--- src/rtl/seq_alu.sv ---
// Multi-cycle ALU: registered single-cycle ops, shift-add MUL, restoring DIVU/REMU.
// Optional divider built when SEQ_ALU_DIV_EN is defined; otherwise 1010/1011 act as unknown ops.
module seq_alu #(
  parameter int unsigned WIDTH   = 32,
  parameter int unsigned SHAMT_W = $clog2(WIDTH)
) (
  input  logic             clock,
  input  logic             reset,
  input  logic             start,
  input  logic [3:0]       ALUControl,
  input  logic [WIDTH-1:0] input1,
  input  logic [WIDTH-1:0] input2,
  output logic             busy,
  output logic             done,
  output logic [WIDTH-1:0] ALUOut,
  output logic             zero,
  output logic             div0
);

  localparam logic [3:0] OpAnd  = 4'b0000;
  localparam logic [3:0] OpOr   = 4'b0001;
  localparam logic [3:0] OpAdd  = 4'b0010;
  localparam logic [3:0] OpXor  = 4'b0011;
  localparam logic [3:0] OpSll  = 4'b0100;
  localparam logic [3:0] OpSrl  = 4'b0101;
  localparam logic [3:0] OpSub  = 4'b0110;
  localparam logic [3:0] OpSlt  = 4'b0111;
  localparam logic [3:0] OpSltu = 4'b1000;
  localparam logic [3:0] OpMul  = 4'b1001;
  localparam logic [3:0] OpNor  = 4'b1100;
  localparam logic [3:0] OpSra  = 4'b1101;
`ifdef SEQ_ALU_DIV_EN
  localparam logic [3:0] OpDivu = 4'b1010;
  localparam logic [3:0] OpRemu = 4'b1011;
`endif

  localparam logic [SHAMT_W-1:0] CntLast = SHAMT_W'(WIDTH - 1);

  typedef enum logic [1:0] {
    StIdle,
    StMul,
`ifdef SEQ_ALU_DIV_EN
    StDiv,
`endif
    StDone
  } state_e;

  state_e             state_q, state_d;
  logic [SHAMT_W-1:0] cnt_q, cnt_d;
  logic [WIDTH-1:0]   mcand_q, mcand_d;
  logic [WIDTH-1:0]   mplier_q, mplier_d;
  logic [WIDTH-1:0]   acc_q, acc_d;
  logic [WIDTH-1:0]   out_q, out_d;
  logic               zero_q, zero_d;
  logic               div0_q, div0_d;
  logic [WIDTH-1:0]   alu_res;
  logic [WIDTH-1:0]   acc_sum;
  logic [SHAMT_W-1:0] shamt;

`ifdef SEQ_ALU_DIV_EN
  logic [WIDTH-1:0]   dvsr_q, dvsr_d;
  logic [WIDTH-1:0]   quo_q, quo_d;
  logic [WIDTH-1:0]   rem_q, rem_d;
  logic               isrem_q, isrem_d;
  logic [WIDTH:0]     rem_shift;
  logic [WIDTH:0]     rem_diff;
  logic               fits;
  logic [WIDTH-1:0]   rem_next;
  logic [WIDTH-1:0]   quo_next;
  logic [WIDTH-1:0]   div_res;
`endif

  assign shamt = input2[SHAMT_W-1:0];

  // Single-cycle results are taken straight from the inputs at the start edge.
  always_comb begin
    alu_res = '0;
    case (ALUControl)
      OpAnd:   alu_res = input1 & input2;
      OpOr:    alu_res = input1 | input2;
      OpAdd:   alu_res = input1 + input2;
      OpSub:   alu_res = input1 - input2;
      OpNor:   alu_res = ~(input1 | input2);
      OpXor:   alu_res = input1 ^ input2;
      OpSlt:   alu_res = {{(WIDTH-1){1'b0}}, $signed(input1) < $signed(input2)};
      OpSltu:  alu_res = {{(WIDTH-1){1'b0}}, input1 < input2};
      OpSll:   alu_res = input1 << shamt;
      OpSrl:   alu_res = input1 >> shamt;
      OpSra:   alu_res = $unsigned($signed(input1) >>> shamt);
      default: alu_res = '0;
    endcase
  end

  assign acc_sum = acc_q + (mplier_q[0] ? mcand_q : '0);

`ifdef SEQ_ALU_DIV_EN
  // A zero divisor always "fits": quotient fills with ones and the remainder
  // collects the dividend, which is exactly the required divide-by-zero result.
  assign rem_shift = {rem_q, quo_q[WIDTH-1]};
  assign rem_diff  = rem_shift - {1'b0, dvsr_q};
  assign fits      = ~rem_diff[WIDTH];
  assign rem_next  = fits ? rem_diff[WIDTH-1:0] : rem_shift[WIDTH-1:0];
  assign quo_next  = {quo_q[WIDTH-2:0], fits};
  assign div_res   = isrem_q ? rem_next : quo_next;
`endif

  always_comb begin
    state_d  = state_q;
    cnt_d    = cnt_q;
    mcand_d  = mcand_q;
    mplier_d = mplier_q;
    acc_d    = acc_q;
    out_d    = out_q;
    zero_d   = zero_q;
    div0_d   = div0_q;
`ifdef SEQ_ALU_DIV_EN
    dvsr_d   = dvsr_q;
    quo_d    = quo_q;
    rem_d    = rem_q;
    isrem_d  = isrem_q;
`endif
    unique case (state_q)
      StIdle: begin
        if (start) begin
          if (ALUControl == OpMul) begin
            state_d  = StMul;
            cnt_d    = '0;
            mcand_d  = input1;
            mplier_d = input2;
            acc_d    = '0;
`ifdef SEQ_ALU_DIV_EN
          end else if (ALUControl == OpDivu || ALUControl == OpRemu) begin
            state_d = StDiv;
            cnt_d   = '0;
            dvsr_d  = input2;
            quo_d   = input1;
            rem_d   = '0;
            isrem_d = ALUControl[0];
`endif
          end else begin
            state_d = StDone;
            out_d   = alu_res;
            zero_d  = (alu_res == '0);
            div0_d  = 1'b0;
          end
        end
      end
      StMul: begin
        acc_d    = acc_sum;
        mcand_d  = mcand_q << 1;
        mplier_d = mplier_q >> 1;
        cnt_d    = cnt_q + SHAMT_W'(1);
        if (cnt_q == CntLast) begin
          state_d = StDone;
          out_d   = acc_sum;
          zero_d  = (acc_sum == '0);
          div0_d  = 1'b0;
        end
      end
`ifdef SEQ_ALU_DIV_EN
      StDiv: begin
        rem_d = rem_next;
        quo_d = quo_next;
        cnt_d = cnt_q + SHAMT_W'(1);
        if (cnt_q == CntLast) begin
          state_d = StDone;
          out_d   = div_res;
          zero_d  = (div_res == '0);
          div0_d  = (dvsr_q == '0);
        end
      end
`endif
      StDone:  state_d = StIdle;
      default: state_d = StIdle;
    endcase
  end

  always_ff @(posedge clock or negedge reset) begin
    if (!reset) begin
      state_q  <= StIdle;
      cnt_q    <= '0;
      mcand_q  <= '0;
      mplier_q <= '0;
      acc_q    <= '0;
      out_q    <= '0;
      zero_q   <= 1'b1;
      div0_q   <= 1'b0;
    end else begin
      state_q  <= state_d;
      cnt_q    <= cnt_d;
      mcand_q  <= mcand_d;
      mplier_q <= mplier_d;
      acc_q    <= acc_d;
      out_q    <= out_d;
      zero_q   <= zero_d;
      div0_q   <= div0_d;
    end
  end

`ifdef SEQ_ALU_DIV_EN
  always_ff @(posedge clock or negedge reset) begin
    if (!reset) begin
      dvsr_q  <= '0;
      quo_q   <= '0;
      rem_q   <= '0;
      isrem_q <= 1'b0;
    end else begin
      dvsr_q  <= dvsr_d;
      quo_q   <= quo_d;
      rem_q   <= rem_d;
      isrem_q <= isrem_d;
    end
  end

  assign busy = (state_q == StMul) || (state_q == StDiv);
`else
  assign busy = (state_q == StMul);
`endif

  assign done   = (state_q == StDone);
  assign ALUOut = out_q;
  assign zero   = zero_q;
  assign div0   = div0_q;

endmodule
--- config.mk ---
export PLATFORM = sky130hd
export DESIGN_NAME = seq_alu
export DESIGN_NICKNAME = d
export VERILOG_FILES = /design/src/rtl/seq_alu.sv
export SDC_FILE = /design/constraint.sdc
export NUM_CORES = 1
export LEC_CHECK = 0
export BUFFER_PORTS_ARGS = -buffer_cell sky130_fd_sc_hd__buf_2
export CAP_MARGIN = 20
export CORE_MARGIN = 3
export CORE_UTILIZATION = 45
export CTS_BUF_LIST = sky130_fd_sc_hd__clkbuf_16
export DETAILED_ROUTE_END_ITERATION = 10
export PLACE_DENSITY = 0.72
export SLEW_MARGIN = 25
export SYNTH_ARGS = -nofsm -noshare
export SYNTH_HDL_FRONTEND = slang
export SYNTH_SLANG_ARGS = --single-unit
--- constraint.sdc ---
create_clock -name clock -period 4.4 [get_ports clock]
set_input_delay 0.22 -clock clock [delete_from_list [all_inputs] [get_ports clock]]
set_output_delay 0.22 -clock clock [all_outputs]
set_load 0.01 [all_outputs]
# Word level (Yosys, flattened, before mapping)
# Cells that the tools add are included.
totals:
  reg_bits: 137
  output_inout_bits: 36
classes:
  addsub: 4
  order_cmp: 2
  eq_ne: 18
  n_shift: 3
  muxes: 30
  n_bitwise: 4
  n_reduce_logical: 8
op_table:
  columns: ["cell", "n"]
  rows:
  - ["32-bit case mux with 11 select lines", 1]
  - ["32-bit 2-to-1 mux", 10]
  - ["32-bit case mux with 2 select lines", 4]
  - ["32-bit adder", 2]
  - ["32-bit logical NOT", 2]
  - ["32-bit < comparator", 2]
  - ["32-bit AND", 1]
  - ["32-bit inverter", 1]
  - ["32-bit OR", 1]
  - ["32-bit by 5-bit left shift with 32-bit output", 1]
  - ["32-bit by 5-bit right shift with 32-bit output", 1]
  - ["32-bit by 5-bit >>> shifter with 32-bit output", 1]
  - ["32-bit subtractor", 1]
  - ["32-bit bitwise XOR", 1]
  - ["4-bit by 3-bit equality test with 1-bit output, second input constant", 4]
  - ["4-bit equality test, second input constant", 4]
  - ["5-bit 2-to-1 mux", 2]
  - ["5-bit case mux with 2 select lines", 1]
  - ["4-bit by 2-bit equality test with 1-bit output, second input constant", 2]
  - ["1-bit 2-to-1 mux", 6]
  - ["2-bit 2-to-1 mux", 3]
  - ["2-bit != test, second input constant", 3]
  - ["5-bit by 1-bit adder with 5-bit output, second input constant", 1]
  - ["5-bit equality test, second input constant", 1]
  - ["other kinds (12)", 13]

# Logic depth before layout (Yosys ltp)
depth:
  depth_word: 7
  depth_mapped: 20
  depth_no_buf: 15

# Worst setup path after synthesis
# No wires, ideal clock.
synth_timing:
  kind: "input port to flip-flop"
  from: "in input2[2]"
  to: "reg zero_q, in the netlist zero"
  setup_ns: 0.062
  arrival_ns: 4.736
  required_time_ns: 4.338
  setup_slack_ns: -0.398
  path_stages: 18
  path_buffers: 4
  cell_sequence: "buf_2 inv_1 buf_1 clkbuf_1 buf_1 ha_1 and3_1 a211oi_1 o211ai_1 a31oi_1 xnor2_1 o221ai_1 nand2b_1 or4b_1 or4_1 nor4_2 a32oi_1 nand2b_1"
synth_via:
  elab_chain_cells: 7
synth_lines:
  columns: ["element", "line_no", "source"]
  rows:
  - ["start, declared", "12", "input logic [WIDTH-1:0] input2,"]
  - ["parallel branches: the longest is 2 deep, another holds 32-bit subtractor", null, null]
  - ["32-bit case mux with 11 select lines *", "78", "case (ALUControl)"]
  - ["32-bit logical NOT *", "143", "zero_d = (alu_res == '0);"]
  - ["1-bit 2-to-1 mux *", "125", "if (ALUControl == OpMul) begin"]
  - ["1-bit 2-to-1 mux *", "124", "if (start) begin"]
  - ["1-bit case mux with 2 select lines *", "122", "unique case (state_q)"]
  - ["end signal, assigned", "195", "zero_q <= zero_d;"]
  - ["end, declared", "54", "logic zero_q, zero_d;"]
# Mark *: on every way between the ends. The select of a mux whose other input is x is not followed.
# A chain may end at the register's enable or synchronous reset.

# Worst setup path in the final report
layout_timing:
  from: "reg mcand_q[0]"
  to: "reg zero_q, in the netlist zero"
layout_via:
  elab_chain_cells: 5
layout_lines:
  columns: ["element", "line_no", "source"]
  rows:
  - ["start, declared", "50", "logic [WIDTH-1:0] mcand_q, mcand_d;"]
  - ["start signal, assigned", "191", "mcand_q <= mcand_d;"]
  - ["32-bit 2-to-1 mux", "94", "assign acc_sum = acc_q + (mplier_q[0] ? mcand_q : '0);"]
  - ["32-bit adder", "94", null]
  - ["32-bit logical NOT", "156", "zero_d = (acc_sum == '0);"]
  - ["1-bit 2-to-1 mux", "153", "if (cnt_q == CntLast) begin"]
  - ["1-bit case mux with 2 select lines", "122", null]
# Every way passes these cells. The select of a mux whose other input is x is not followed.

==> flow_results.org <==
** Outcome
- The run finished with clean final reports.

** Timing
- Slew at the pin closest to its max-slew limit :: 0.974 ns
- Final Hold Viols :: 0
- Setup repair after global routing left no endpoint under its margin.
- In the finished design, the share of the clock period the worst path needs comes to 0.963.
- Subtracting the final worst setup slack from the clock period gives 4.24 ns.
- Normalized max-slew margin :: 0.350
- Based on the critical path, the design can be clocked at up to 236 MHz.
- Final worst clock skew :: 0.0236 ns
- Max-slew violation total from the final report :: 0
- Setup violations remaining at the end of the flow were counted as 0.
- Summed over all failing endpoints, the final setup total negative slack is 0 ns.

** Clock network
- Worst-skew pair later-pin latency :: 0.49 ns
- TritonCTS created 17 clock buffers.
- Clock-pin transition on the worst setup and hold timing paths :: 0.08 ns
- Clk Tree Root Cell :: sky130_fd_sc_hd__clkbuf_16
- Max H-tree Level :: 4
- CTS tree :: done
- CTS sink cnt :: 136
- Buffers added to address setup during post-CTS repair amount to 0.
- Counting along the longest clock path gives a buffer depth of 2.

** Layout
- Area overhead of the layout relative to synthesis :: 18.1%
- Leaving out fill and tap cells, the most frequent cell in the layout is sky130_fd_sc_hd__nand2_1.
- Of the cells placed in the final design, the portion with a size suffix greater than 1 is 0.195.
- Filler Cells Inserted :: 3680
- Leaving out fill and tap cells, the most frequent cells in the layout are 314 x sky130_fd_sc_hd__nand2_1, 238 x sky130_fd_sc_hd__buf_4, 236 x sky130_fd_sc_hd__nor2_1.
- Net count, final :: 2750

** Global routing
- Vias in the first global route :: 19.9k
- Global Route Usage Sum :: 0.416
- Largest net degree at the start of global routing :: 104
- Global-route wire length before repair :: 129000 um
- Initial antenna violation count :: 3
- Global-route congestion overflow total :: 0

** Floorplan
- Effective utilization at floorplan :: 0.462
- Die boundary height :: 204 um
- The floorplan step defined a die boundary enclosing 0.0415 mm^2.
- Top Ports :: 107
- After floorplanning, the core was divided into 71 placement rows.
- X dimension of the die :: 204 um
- Placeable core region :: 0.0381 mm^2

** Route
- Remaining design rule violation count :: 0
- ANT nets after route :: 0
- DR pass1 iterations :: 9
- Post-detailed-routing wire length :: 87900 um
- After detailed routing, the number of vias per cell comes to 6.72.
- In the final routed layout, each cell accounts on average for 28.7 um.
- The detailed router finished its first iteration with 2580 violations.
- Vias after detailed routing :: 20.6k

** Yosys
- Most instantiated flip-flop cell in the synthesis netlist :: sky130_fd_sc_hd__dfrtp_1
- The Yosys step of the flow raised 0 warnings.
- Number of distinct library cells after synthesis :: 93
- Number of enable-type register cells in the synthesized netlist :: 0
- Synthesis produced a netlist with a net count of 2555.
- The share of the Yosys chip area taken by registers is 0.193.
- A synthesized cell averages 7.52 um^2.
- Post-Synthesis Cells :: 2339
- Counting flops and latches in the post-synthesis netlist gives 136.
- The cell area that synthesis handed to floorplanning was 0.0176 mm^2.
- Async set or reset register ratio after synthesis :: 1.00

** Worst hold path
- The min-delay analysis places its worst path in the category in2reg.

** Setup path
- Critical path startpoint category :: flip-flop
- At the worst endpoint, the arrival time is 4.65 ns.
- The worst setup path is captured at a flip-flop.
- Classification of the worst setup path :: reg2reg
- Critical-path maximum fanout :: 3
- Data on the critical path is required at its endpoint by 4.81 ns.

** Pwr
- Cell internal power was estimated by the tool at 4.55 mW.
- The share of total power dissipated in sequential elements is 0.242.
- Combinational power share :: 0.581
- Of the total power, the clock network draws 0.178.
- Switch Pwr :: 3.94 mW
- Power spread over the standard cell area amounts to 409 mW/mm^2.
- Across the VDD grid, the largest voltage drop is 0.000266 V.
- Power comes to 8.50 mW.
- Total leakage power :: 9.47 nW
- Switching share of power :: 0.464

** Job
- Across the run, the number of max-cap violations was 0.

** Placement
- Port Buf Inserts :: 105
- Final HPWL DP :: 68300 um
- Final RePlAce weighted congestion :: 1.11
-- sequential cells by signal, summed over array words and instances (netlist names) --
register  flops
ALUOut       32
state_q       2
acc_q        32
mcand_q      32
cnt_q         5
mplier_q     32
zero          1
-- critical path: stages (launching register included) --
cell,delay (ns)
sky130_fd_sc_hd__dfrtp_1,0.39
sky130_fd_sc_hd__and2_1,0.17
sky130_fd_sc_hd__ha_1,0.22
sky130_fd_sc_hd__fa_1,0.44
sky130_fd_sc_hd__a21o_1,0.23
sky130_fd_sc_hd__a221oi_2,0.23
sky130_fd_sc_hd__buf_4,0.18
sky130_fd_sc_hd__o2111ai_2,0.21
sky130_fd_sc_hd__a41oi_1,0.36
sky130_fd_sc_hd__o21bai_1,0.11
sky130_fd_sc_hd__a21oi_1,0.18
sky130_fd_sc_hd__xor2_1,0.25
sky130_fd_sc_hd__nand2_1,0.08
sky130_fd_sc_hd__nor4_1,0.33
sky130_fd_sc_hd__nand4_1,0.16
sky130_fd_sc_hd__nor4bb_2,0.38
sky130_fd_sc_hd__buf_4,0.17
sky130_fd_sc_hd__nand2b_1,0.09
-- cell families (layout without fill, tap and decap cells) --
family	Yosys count	in the layout	share of synthesized area
xor+xnor	51	51	0.0254
flops	136	136	0.193
compound gates	750	750	0.290
fa+ha+maj	145	145	0.104
simple gates	831	831	0.217
mux	134	134	0.102
buf+inv	291	499	0.0674
other cells	1	2	0.000213
-- cell type report --
cell class                      count  area [um^2]  area share
Clock buffer                       17          425      0.0205
Multi-Input combinational cell   1912        13100       0.632
Inverter                          110          414      0.0199
Tap cell                          511          639      0.0308
Antenna cell                        1         2.50    0.000120
Sequential cell                   136         3400       0.164
Timing Repair Buffer              357         2600       0.125
Clock inverter                     15          153     0.00735
-- stage by stage --
step	util	worst slack [ns]	instances	hold WS [ns]	instance area [um^2]
final	0.545	0.164	3059	0.0180	20800
after global routing	0.545	0.0396	3058	0.0389	20800
after floorplan	-	0.112	2339	-0.0756	17600
after global placement	0.528	0.131	3025	0.380	20100
after detailed placement	0.528	0.0338	3025	0.390	20100
after CTS	0.544	0.0175	3058	0.00647	20700
-- power by group through the flow --
stage | clock [mW] | sequential [mW] | combinational (mW)
finish | 1.51 | 2.05 | 4.94
global route | 1.58 | 2.12 | 5.30
CTS | 1.52 | 2.05 | 4.71
detailed placement | 0 | 2.07 | 4.67
global placement | 0 | 2.05 | 4.58
floorplan | 0 | 2.03 | 3.07
-- synthesized netlist by cell type (24+ instances only) --
cell,instances,area [um^2]
sky130_fd_sc_hd__clkbuf_1,133,499
sky130_fd_sc_hd__a21oi_1,157,786
sky130_fd_sc_hd__xnor2_1,33,289
sky130_fd_sc_hd__a211oi_1,35,263
sky130_fd_sc_hd__and2_1,46,288
sky130_fd_sc_hd__mux4_2,31,698
sky130_fd_sc_hd__mux2i_1,66,661
sky130_fd_sc_hd__a22oi_1,25,188
sky130_fd_sc_hd__a21o_1,46,345
sky130_fd_sc_hd__nor4_1,25,156
sky130_fd_sc_hd__nor3_1,39,195
sky130_fd_sc_hd__buf_1,24,90.1
sky130_fd_sc_hd__a31oi_1,81,507
sky130_fd_sc_hd__inv_1,109,409
sky130_fd_sc_hd__nor2_1,237,890
sky130_fd_sc_hd__o211ai_1,29,218
sky130_fd_sc_hd__nand2_1,314,1180
sky130_fd_sc_hd__nand3_1,36,180
sky130_fd_sc_hd__o22ai_1,33,206
sky130_fd_sc_hd__nand2b_1,27,169
sky130_fd_sc_hd__o21ai_0,115,576
sky130_fd_sc_hd__dfrtp_1,135,3380
sky130_fd_sc_hd__ha_1,142,1780
sky130_fd_sc_hd__mux2_2,33,372
-- path summary, 6_finish.rpt --
path | start | to | slack, ns | depth (start not counted)
max in group asynchronous | reset | mplier_q[12] | 2.92 | 3
min | input2[5] | mplier_q[5] | 0.02 | 3
max reg2reg | mcand_q[0] | zero | 0.16 | 17
min in group asynchronous | reset | ALUOut[2] | 0.39 | 2
max | mcand_q[0] | zero | 0.16 | 17
min reg2reg | ALUOut[0] | ALUOut[0] | 0.47 | 2
-- timing repair --
| action | in CTS | in global routing |
|---|---|---|
| hold endpoints to repair | 101 | 0 |
| endpoints found under the setup margin | 0 | 1 |
| hold buffers | 1 | 0 |
| gates resized for setup | 0 | 10 |
-- per-layer routing --
metal  track usage  routed length, um  vias up
li1              -                  -     8995
met1         0.530              34000     9864
met2         0.634              37800     1374
met3         0.126              10400      331
met4         0.218               5800        4
met5             0                 28        -
No activity file was read; power rests on OpenSTA's default activity.
